<file path="src/rtl/regfile_2r1w.sv">
// regfile_2r1w: DEPTH x WIDTH register file with one write port and two registered read ports.
// Optional macro REGFILE_BYPASS_EN forwards same-cycle write data to reads of the written address.
module regfile_2r1w #(
  parameter int WIDTH  = 16,
  parameter int DEPTH  = 8,
  parameter int ADDR_W = 3
) (
  input  logic              clk,
  input  logic              reset,
  input  logic              clr,
  input  logic              wr_en,
  input  logic [ADDR_W-1:0] wr_addr,
  input  logic [WIDTH-1:0]  wr_data,
  input  logic              rd_en_1,
  input  logic [ADDR_W-1:0] rd_addr_1,
  output logic [WIDTH-1:0]  rd_data_1,
  output logic              rd_valid_1,
  input  logic              rd_en_2,
  input  logic [ADDR_W-1:0] rd_addr_2,
  output logic [WIDTH-1:0]  rd_data_2,
  output logic              rd_valid_2,
  output logic              addr_err
);

  logic [WIDTH-1:0] mem_r [DEPTH];
  logic [WIDTH-1:0] rd_next_1_s;
  logic [WIDTH-1:0] rd_next_2_s;
  logic             wr_ok_s;
  logic             rd_ok_1_s;
  logic             rd_ok_2_s;
  logic             fwd_1_s;
  logic             fwd_2_s;
  logic             err_set_s;

  // DEPTH need not be a power of two, so the top of the address space may be unmapped.
  function automatic logic in_range(input logic [ADDR_W-1:0] addr);
    return (32'(addr) < 32'(DEPTH));
  endfunction

  assign wr_ok_s   = in_range(wr_addr);
  assign rd_ok_1_s = in_range(rd_addr_1);
  assign rd_ok_2_s = in_range(rd_addr_2);
  assign err_set_s = (wr_en & ~wr_ok_s) | (rd_en_1 & ~rd_ok_1_s) | (rd_en_2 & ~rd_ok_2_s);

`ifdef REGFILE_BYPASS_EN
  assign fwd_1_s = wr_en & ~clr & (wr_addr == rd_addr_1);
  assign fwd_2_s = wr_en & ~clr & (wr_addr == rd_addr_2);
`else
  assign fwd_1_s = 1'b0;
  assign fwd_2_s = 1'b0;
`endif

  // Read-data selection; out-of-range reads return zero rather than X.
  always_comb begin
    rd_next_1_s = {WIDTH{1'b0}};
    if (!rd_ok_1_s) begin
      rd_next_1_s = {WIDTH{1'b0}};
    end else if (fwd_1_s) begin
      rd_next_1_s = wr_data;
    end else begin
      rd_next_1_s = mem_r[rd_addr_1];
    end
  end

  // Read-data selection for port 2.
  always_comb begin
    rd_next_2_s = {WIDTH{1'b0}};
    if (!rd_ok_2_s) begin
      rd_next_2_s = {WIDTH{1'b0}};
    end else if (fwd_2_s) begin
      rd_next_2_s = wr_data;
    end else begin
      rd_next_2_s = mem_r[rd_addr_2];
    end
  end

  // Storage array: clr wins over a simultaneous write.
  always_ff @(posedge clk or negedge reset) begin
    if (!reset) begin
      for (int i = 0; i < DEPTH; i++) mem_r[i] <= {WIDTH{1'b0}};
    end else if (clr) begin
      for (int i = 0; i < DEPTH; i++) mem_r[i] <= {WIDTH{1'b0}};
    end else if (wr_en && wr_ok_s) begin
      mem_r[wr_addr] <= wr_data;
    end
  end

  // Read output registers; data holds when its port is idle.
  always_ff @(posedge clk or negedge reset) begin
    if (!reset) begin
      rd_data_1  <= {WIDTH{1'b0}};
      rd_data_2  <= {WIDTH{1'b0}};
      rd_valid_1 <= 1'b0;
      rd_valid_2 <= 1'b0;
    end else begin
      rd_valid_1 <= rd_en_1;
      rd_valid_2 <= rd_en_2;
      if (rd_en_1) rd_data_1 <= rd_next_1_s;
      if (rd_en_2) rd_data_2 <= rd_next_2_s;
    end
  end

  // Sticky out-of-range flag, cleared only by reset or clr.
  always_ff @(posedge clk or negedge reset) begin
    if (!reset) begin
      addr_err <= 1'b0;
    end else if (clr) begin
      addr_err <= 1'b0;
    end else if (err_set_s) begin
      addr_err <= 1'b1;
    end
  end

endmodule

</file>
<file path="config.mk">
export PLATFORM = sky130hd
export DESIGN_NAME = regfile_2r1w
export DESIGN_NICKNAME = d
export VERILOG_FILES = /design/src/rtl/regfile_2r1w.sv
export SDC_FILE = /design/constraint.sdc
export NUM_CORES = 1
export LEC_CHECK = 0
export ABC_AREA = 1
export CORE_MARGIN = 2
export CORE_UTILIZATION = 40
export DETAILED_ROUTE_END_ITERATION = 7
export PLACE_DENSITY = 0.65
export SYNTH_ARGS = -nofsm -noshare
export SYNTH_HDL_FRONTEND = slang
export SYNTH_SLANG_ARGS = --single-unit
</file>
<file path="constraint.sdc">
create_clock -name clk -period 1.25 [get_ports clk]
set_input_delay 0.375 -clock clk [delete_from_list [all_inputs] [get_ports clk]]
set_output_delay 0.375 -clock clk [all_outputs]
set_load 0.05 [all_outputs]
</file>
# == Word-level counts from Yosys, hierarchy flattened ==
# Cells that the tools add are included.
# classes
magnitude_cmp,4
muxes,11
bitwise,3
reduce_logical,2
# op_table
cell,count
$mux 128,2
$bwmux 128,1
$bmux 16 s3,2
$mux 16,5
$demux 16 s3,1
$ge 4x4->1 const B,3
$not 3->4,3
$lt 4x1->1 const B,1
$reduce_bool 2->1,1
$logic_and 1x1->1,1
# totals
regBits,162
wordCells,32

# == Logic depth before layout (Yosys ltp) ==
# Gate-level depths: netlist of the first run.
# depth
ltp_word,8
mapped_depth,7

# == Worst setup path before layout of the first run ==
# OpenSTA, ideal clock, no wires.
# synth_path
path_kind,in2reg
from,input wr_addr[1]
to,register mem_r[117] in the netlist's numbering
setup_ns,0.129
arrival_ns,1.055
t_required_ns,1.121
slack_ns,0.066
cell_stages,6
cell_sequence,buf_6 inv_8 nand4_4 nand2_4 buf_12 o22ai_2
# synth_between
elab_chain_cells,8
elab_cells_between_ends,9
cone_classes,order compare: 2; mux: 5; bitwise: 1; reduce/logical: 1
# synth_lines
item,line,source
start: declaration,12,"input logic [ADDR_W-1:0] wr_addr,"
$not 3->4 (not written as such) (*),84,mem_r[wr_addr] <= wr_data;
$ge 4x4->1 (not written as such) or $lt 4x1->1 (tied branches),84,
$logic_and 1x1->1 (not written as such),84,
$mux 16 (not written as such),84,
$demux 16 s3 (*),84,
$bwmux 128 (*),84,
$mux 128 (*),83,end else if (wr_en && wr_ok_s) begin
$mux 128 (*),81,end else if (clr) begin
end signal: indexed assignment,84,
end: declaration,25,logic [WIDTH-1:0] mem_r [DEPTH];
# Mark *: on every way between the ends. The rest lies on a longest branch, timed or not. The select of a mux whose other input is x is not followed.
# A chain may end at the register's enable or synchronous reset.

# == Final worst setup path of the first run ==
# layout_path
from,register rd_data_1[0]
to,output rd_data_1[0]
# layout_lines
item,line,source
start: declaration,16,"output logic [WIDTH-1:0] rd_data_1,"
start signal: assignment,91,rd_data_1 <= {WIDTH{1'b0}};
start signal: assignment,98,if (rd_en_1) rd_data_1 <= rd_next_1_s;
# No word-level cell between the ends.

==> impl_metrics.csv, run 1 <==
group,metric,value,unit
outcome,status,"finished, violations left",
outcome,violations,"DRC, setup timing",
global_routing,antenna_found_initial,0,
clock_tree,cts_buffer_depth,2,
global_routing,grt_pass1_wl,47560,um
sta,final_max_slew_viol_count,0,
cells_and_area,final-instance-count-excl-fill,1517,
pwr,ir_drop,0.6289,mV
placed_design,place.gp.congestion,0.9361,
die,start_util,40.83,%
sta,period_needed,1.432,ns
pwr,p_int,9.923,mW
pwr,p_clk_share,37.0,%
pwr,p_leak,5.870,nW
setup_path,timing.reg2reg.setup_slack,0.15,ns
hold_path,min_path_type,"primary input to asynchronous set/reset pin",
placed_design,post-place-cells,1472,
setup_path,endpoint_kind,"output pin",
pwr,power.total,14.34,mW
setup_path,critPathKind,"flip-flop to output pin",
die,core_area,22640,um2
clock_tree,clock_sinks,162,
route,dr.pass1.iters,8,
synthesis,ys_types,20,
route,drt_iter0_drc,1089,
synthesis,syn_nets,1113,
sta,finalClockSkew,0.006731,ns
setup_path,worstPathMaxFanout,2,
sta,finalCritPeriodShare,114.5,%
global_routing,grt_usage,25.61,%
placed_design,dp_hpwl,21440,um
clock_tree,clk_latency,0.44,ns
synthesis,avgSynthCellArea,8.543,um2
global_routing,grt_max_degree,45,
setup_path,cpPeakStageDelay,0.46,ns
pwr,p_per_area,1181,nW/um2
die,fp-row-count,55,
setup_path,path_buf_inv,1,
sta,max_freq,0.6984,GHz
placed_design,pre_cts_ws,-0.4733,ns
synthesis,yosysWarnings,0,
synthesis,synthCells,1082,
setup_path,cp-start-kind,"flip-flop",
pwr,combPwrFrac,23.6,%
pwr,netSwitchingPower,4.416,mW
cells_and_area,fin_util,53.64,%
route,antenna_left,0,
cells_and_area,diodes,0,
pwr,pwr-share-seq,39.4,%
clock_tree,clkTransAtPathRegs,0.07,ns
clock_tree,cts_buffers,17,
sta,rsz0062_at_grt,"true",
setup_path,worst-r2r-cell-count,6,
setup_path,crit_chain,"buf_12",
cells_and_area,layout_common_cells,"nand2_1, nand3_1, dfrtp_1, inv_1, buf_12",
cells_and_area,syn_to_final_growth,31.37,%
cells_and_area,drive_above_1_share,26.22,%
setup_path,critical_path_required,0.88,ns
route,via_per_inst,5.676,
sta,setup_slack,-0.1818,ns
synthesis,netlist_area,9244,um2
pwr,p_sw_share,30.80,%
clock_tree,cts_tree,"yes",
cells_and_area,nNetsFinal,1250,
job,cap_violations,0,
sta,setup_viol,34,
die,die_w,156.0,um
clock_tree,ctsRootBufferMaster,"clkbuf_16",
synthesis,yosysSeqAreaShare,43.85,%
die,die_h,156.0,um
global_routing,first_global_vias,8480,
synthesis,ys_seq_elements,162,
route,routedWlPerCell,19.86,um
setup_path,crit_family,"flip-flops",
setup_path,reg2reg_to,"rd_data_2[6]",
route,drc,3,
setup_path,r2r_start,"mem_r[102]",
global_routing,grt_overflow,0,
cells_and_area,final_common_cell,"nand2_1",
placed_design,io_buffers,64,
die,ios,66,
sta,hold_violations,0,
die,die_area,24340,um2
clock_tree,htree_levels,4,
route,num_vias,8611,
setup_path,crit_arrival,1.06,ns
sta,holdWs,0.4020,ns
route,wl,30130,um
setup_path,slowest_stage,"dfrtp_2",
-- logic make-up (layout without fill, tap and decap cells) --
logic type      after synthesis  in the layout  synth area share, %
simple gates                576            576                29.02
buf+inv                     215            365                13.01
flops                       162            162                43.85
compound gates              128            128                14.08
other cells                   1              1              0.04057
-- power by group through the flow --
| stage | sequential, mW | clock, mW | combinational (mW) |
|---|---|---|---|
| floorplan | 6.09 | 0 | 1.31 |
| global placement | 5.74 | 0 | 3.25 |
| detailed placement | 5.74 | 0 | 3.28 |
| CTS | 5.65 | 5.35 | 3.34 |
| global route | 5.66 | 5.59 | 3.60 |
| finish | 5.65 | 5.30 | 3.39 |
-- stage by stage --
| step | instance area [um2] | setup TNS, ns |
|---|---|---|
| detailed placement | 11430 | -65.30 |
| CTS | 12080 | -5.219 |
| global placement | 11430 | -62.07 |
| finish | 12140 | -4.807 |
| floorplan | 9244 | 0 |
| global route | 12140 | -5.701 |
-- state kept, by name (all words and copies together) (netlist names) --
register,count
rd_valid_1,1
rd_data_1,16
rd_data_2,16
mem_r,128
rd_valid_2,1
-- how the worst max path moves through the flow --
stage / cells after the start / startpoint / to / slack [ns]
finish: 1 / rd_data_1[0] / rd_data_1[0] / -0.18
global route: 1 / rd_data_1[0] / rd_data_1[0] / -0.20
CTS: 1 / rd_data_1[8] / rd_data_1[8] / -0.19
detailed placement: 7 / rd_addr_2[1] / rd_data_2[11] / -0.47
global placement: 7 / rd_addr_2[1] / rd_data_2[11] / -0.44
floorplan: 6 / wr_addr[1] / mem_r[117] / 0.07
-- cell usage after synthesis --
master / instances / area [um2]
buf_1: 4 / 15.01
buf_12: 7 / 140.1
buf_2: 34 / 170.2
buf_4: 4 / 30.03
buf_6: 25 / 281.5
buf_8: 1 / 15.01
clkinv_4: 1 / 8.760
conb_1: 1 / 3.750
dfrtp_1: 162 / 4054
inv_1: 132 / 495.5
inv_2: 4 / 15.01
inv_6: 1 / 8.760
inv_8: 2 / 22.52
nand2_1: 320 / 1201
nand2_2: 16 / 100.1
nand2_4: 8 / 90.09
nand3_1: 224 / 1121
nand4_4: 8 / 170.2
o22ai_1: 48 / 300.3
o22ai_2: 80 / 1001
-- worst register-to-register path, stage by stage (launching register included) --
cell     delay [ns]
dfrtp_1        0.36
inv_1          0.15
nand2_1        0.07
nand3_1        0.08
nand3_1        0.13
nand3_1        0.14
nand2_1        0.05
-- repair_timing --
action / 4_1_cts / 5_1_grt
gates cloned: 0 / 0
pin swaps: 2 / 4
buffers inserted: 7 / 5
endpoints found under the hold margin: 22 / 0
gates resized for setup: 7 / 11
setup endpoints to repair: 38 / 95
hold buffers: 1 / 0
-- per-layer routing --
metal	wire length, um	global-route usage [%]	vias up
met1	12350	33.74	4148
li1	-	-	3836
met3	2511	5.083	132
met4	1798	15.03	0
met5	0	0	-
met2	13470	39.25	495
-- cell type report --
cell class / count / area [um2]
multi-input cells: 705 / 3993
fillers: 2010 / 10500
repair buffers: 193 / 2600
well taps: 285 / 356.6
clock inverters: 13 / 151.4
inverters: 140 / 550.5
flip-flops and latches: 162 / 4060
clock buffers: 19 / 432.9
Note: power is estimated with default switching activity, not from simulation.
==> run 2: changes to the inputs <==
CAP_MARGIN = 40   (was unset)
==> results of run 2 <==
Final layout, timing and power as in run 1 (identical DEF).
==> run 3: changes to the inputs <==
ABC_AREA = unset   (was 1)
CORE_UTILIZATION = 58   (was 40)
DONT_BUFFER_PORTS = 1   (was unset)
PLACE_DENSITY = 0.81   (was 0.65)
==> run 3 against run 2 <==
Net effect: the run ends with hold timing, setup timing left; utilization rose by 14 points; final area fell by 16%; power fell by 11%; synthesized cell count fell by 11%; sequential power barely moved; wire length fell by 14%; critical endpoint is now rd_data_1[13].
==> impl_metrics.csv, run 3 <==
group,metric,value,unit
outcome,status,"finished, violations left",
outcome,violations,"hold timing, setup timing",
die,start_util,59.09,%
global_routing,antenna_found_initial,0,
die,die_area,16380,um2
sta,period_needed,1.430,ns
cells_and_area,final_common_cell,"nand2_1",
sta,holdWs,-0.3666,ns
setup_path,critPathKind,"flip-flop to output pin",
clock_tree,clock_sinks,162,
route,routedWlPerCell,22.66,um
cells_and_area,nNetsFinal,976,
clock_tree,cts_tree,"yes",
sta,relSlewSlack,61.78,%
synthesis,syn_nets,992,
sta,finalClockSkew,0.005600,ns
sta,setup_viol,34,
synthesis,synth_common_cells,"nand2_1, dfrtp_1, a21oi_1",
die,die_h,128.0,um
route,drt_iter0_drc,1274,
clock_tree,clk_latency,0.44,ns
synthesis,synthTopCellsByArea,"dfrtp_1, mux2i_1, nand2_1, a21oi_1, nor2b_1",
job,cap_violations,0,
synthesis,ys_types,28,
die,die_w,128.0,um
pwr,ir_drop,0.9031,mV
global_routing,grt_max_degree,163,
cells_and_area,drive_above_1_share,11.17,%
cells_and_area,layout_common_cells,"nand2_1, dfrtp_1, a21oi_1, mux2i_1, nor2b_1",
cells_and_area,largest_reg_flops,128,
setup_path,critical_path_required,0.88,ns
sta,setup_slack,-0.1803,ns
synthesis,synth.largest_area_cell,"dfrtp_1",
synthesis,yosysSeqAreaShare,45.47,%
setup_path,slowest_stage,"dfrtp_2",
synthesis,synth-edff-count,0,
setup_path,crit_chain,"buf_12",
cells_and_area,top_regs,"mem_r (128), rd_data_1 (16), rd_data_2 (16)",
setup_path,endpoint_kind,"output pin",
cells_and_area,diodes,0,
setup_path,worstPathMaxFanout,2,
clock_tree,clkTransAtPathRegs,0.06,ns
sta,worst-slew-pin-transition,0.5714,ns
global_routing,first_global_vias,7350,
sta,max_freq,0.6991,GHz
clock_tree,ctsRootBufferMaster,"clkbuf_16",
global_routing,grt_overflow,0,
hold_path,min_path_type,"primary input to asynchronous set/reset pin",
synthesis,async_reset_ff_share,100.0,%
route,antenna_left,0,
pwr,p_leak,4.581,nW
sta,final_max_slew_viol_count,0,
clock_tree,cts_buffers,17,
placed_design,dp_hpwl,15510,um
synthesis,synth_top_area_share,45.47,%
synthesis,netlist_area,8916,um2
placed_design,io_buffers,0,
setup_path,crit_arrival,1.06,ns
clock_tree,cts_buffer_depth,2,
pwr,power.total,12.83,mW
pwr,p_per_area,1259,nW/um2
route,dr.pass1.iters,6,
synthesis,avgSynthCellArea,9.278,um2
cells_and_area,nFillCells,1100,
placed_design,pre_cts_ws,-0.1173,ns
route,num_vias,7658,
synthesis,synthCells,961,
setup_path,path_buf_inv,1,
sta,finalCritPeriodShare,114.4,%
global_routing,grt_usage,32.50,%
synthesis,ys_seq_elements,162,
die,core_area,15090,um2
setup_path,cpPeakStageDelay,0.45,ns
cells_and_area,syn_to_final_growth,14.30,%
sta,hold_violations,162,
global_routing,grt_pass1_wl,40250,um
setup_path,cp-start-kind,"flip-flop",
cells_and_area,regMostFlops,"mem_r",
placed_design,place.gp.congestion,0.8842,
synthesis,yosysMostFrequentCell,"nand2_1",
sta,rsz0062_at_grt,"true",
synthesis,yosys_most_used_dff,"dfrtp_1",
synthesis,yosysWarnings,0,
route,wl,25970,um
die,fp-row-count,45,
setup_path,crit_family,"flip-flops",
clock_tree,htree_levels,4,
route,via_per_inst,6.682,
route,drc,0,
die,ios,66,
run 3: changes by cell type after synthesis, moves of 64 or more:
cell | previous run | this run
inv_1 | 132 | 0
nand3_1 | 224 | 32
o22ai_2 | 80 | 0
mux2i_1 | 0 | 96
a21oi_1 | 0 | 128
nand2_1 | 320 | 256
nor2b_1 | 0 | 66
run 3: routing by layer:
metal / global-route usage, % / vias up / wire [um]
met5: 0 / - / 0
met4: 15.13 / 0 / 875
met1: 44.64 / 3742 / 10010
met2: 48.66 / 534 / 11900
li1: - / 3302 / -
met3: 8.347 / 80 / 3196
run 3: power breakdown:
part	leakage [nW]	switching, mW	total, mW	internal, mW
Sequential	2.20	0.221	5.67	5.45
Combinational	2.08	0.939	1.88	0.946
Clock	0.297	2.11	5.28	3.16
run 3: cell type report:
type | count | area [um2] | area share [%]
clock inverters | 12 | 138.9 | 1.363
clock buffers | 20 | 446.7 | 4.383
well taps | 188 | 235.2 | 2.308
repair buffers | 69 | 1091 | 10.71
flip-flops and latches | 162 | 4056 | 39.80
multi-input cells | 695 | 4223 | 41.44
run 3: path summary, 6_finish.rpt:
check | from | to | slack, ns | depth (start not counted)
max reg2reg | mem_r[66] | rd_data_2[2] | 0.02 | 4
max | rd_data_1[13] | rd_data_1[13] | -0.18 | 1
max in group asynchronous | reset | mem_r[127] | 1.30 | 0
min reg2reg | mem_r[53] | mem_r[53] | 0.53 | 2
min in group clk | clr | mem_r[93] | 0.01 | 1
min | reset | rd_data_2[12] | -0.37 | 0
run 3: cell families after synthesis:
logic type,synth area share (%)
AO/OA/AOI/OAI,16.62
buffers and inverters,7.423
flip-flops,45.47
multiplexers,10.78
other,0.04206
AND/OR/NAND/NOR,19.67
run 3: worst register-to-register path, delay by kind of cell (launching register included):
kind                   cells  cell delay (ns)
DFF                        1             0.40
AOI/OAI and AO/OA          2             0.33
muxes                      1             0.23
buffers and inverters      1             0.16
run 3: repair_timing:
item                                    CTS  global route
cloned                                    0             0
endpoints found under the setup margin   36            35
hold buffers                              4             2
endpoints found under the hold margin   170           175
gates resized for setup                   5             3
setup buffers                             1             0
pin swaps                                 1             0
run 3: stage by stage:
stage	hold WS, ns	setup TNS [ns]	utilization [%]	area, um2	instances
after floorplan	0.07941	-5.379	-	9045	961
after global placement	0.08593	-1.561	63.08	9519	1108
after detailed placement	0.08568	-1.949	63.08	9519	1108
after CTS	-0.3718	-5.039	67.36	10160	1144
after global routing	-0.3747	-5.396	67.54	10190	1146
final	-0.3666	-4.855	67.54	10190	1146
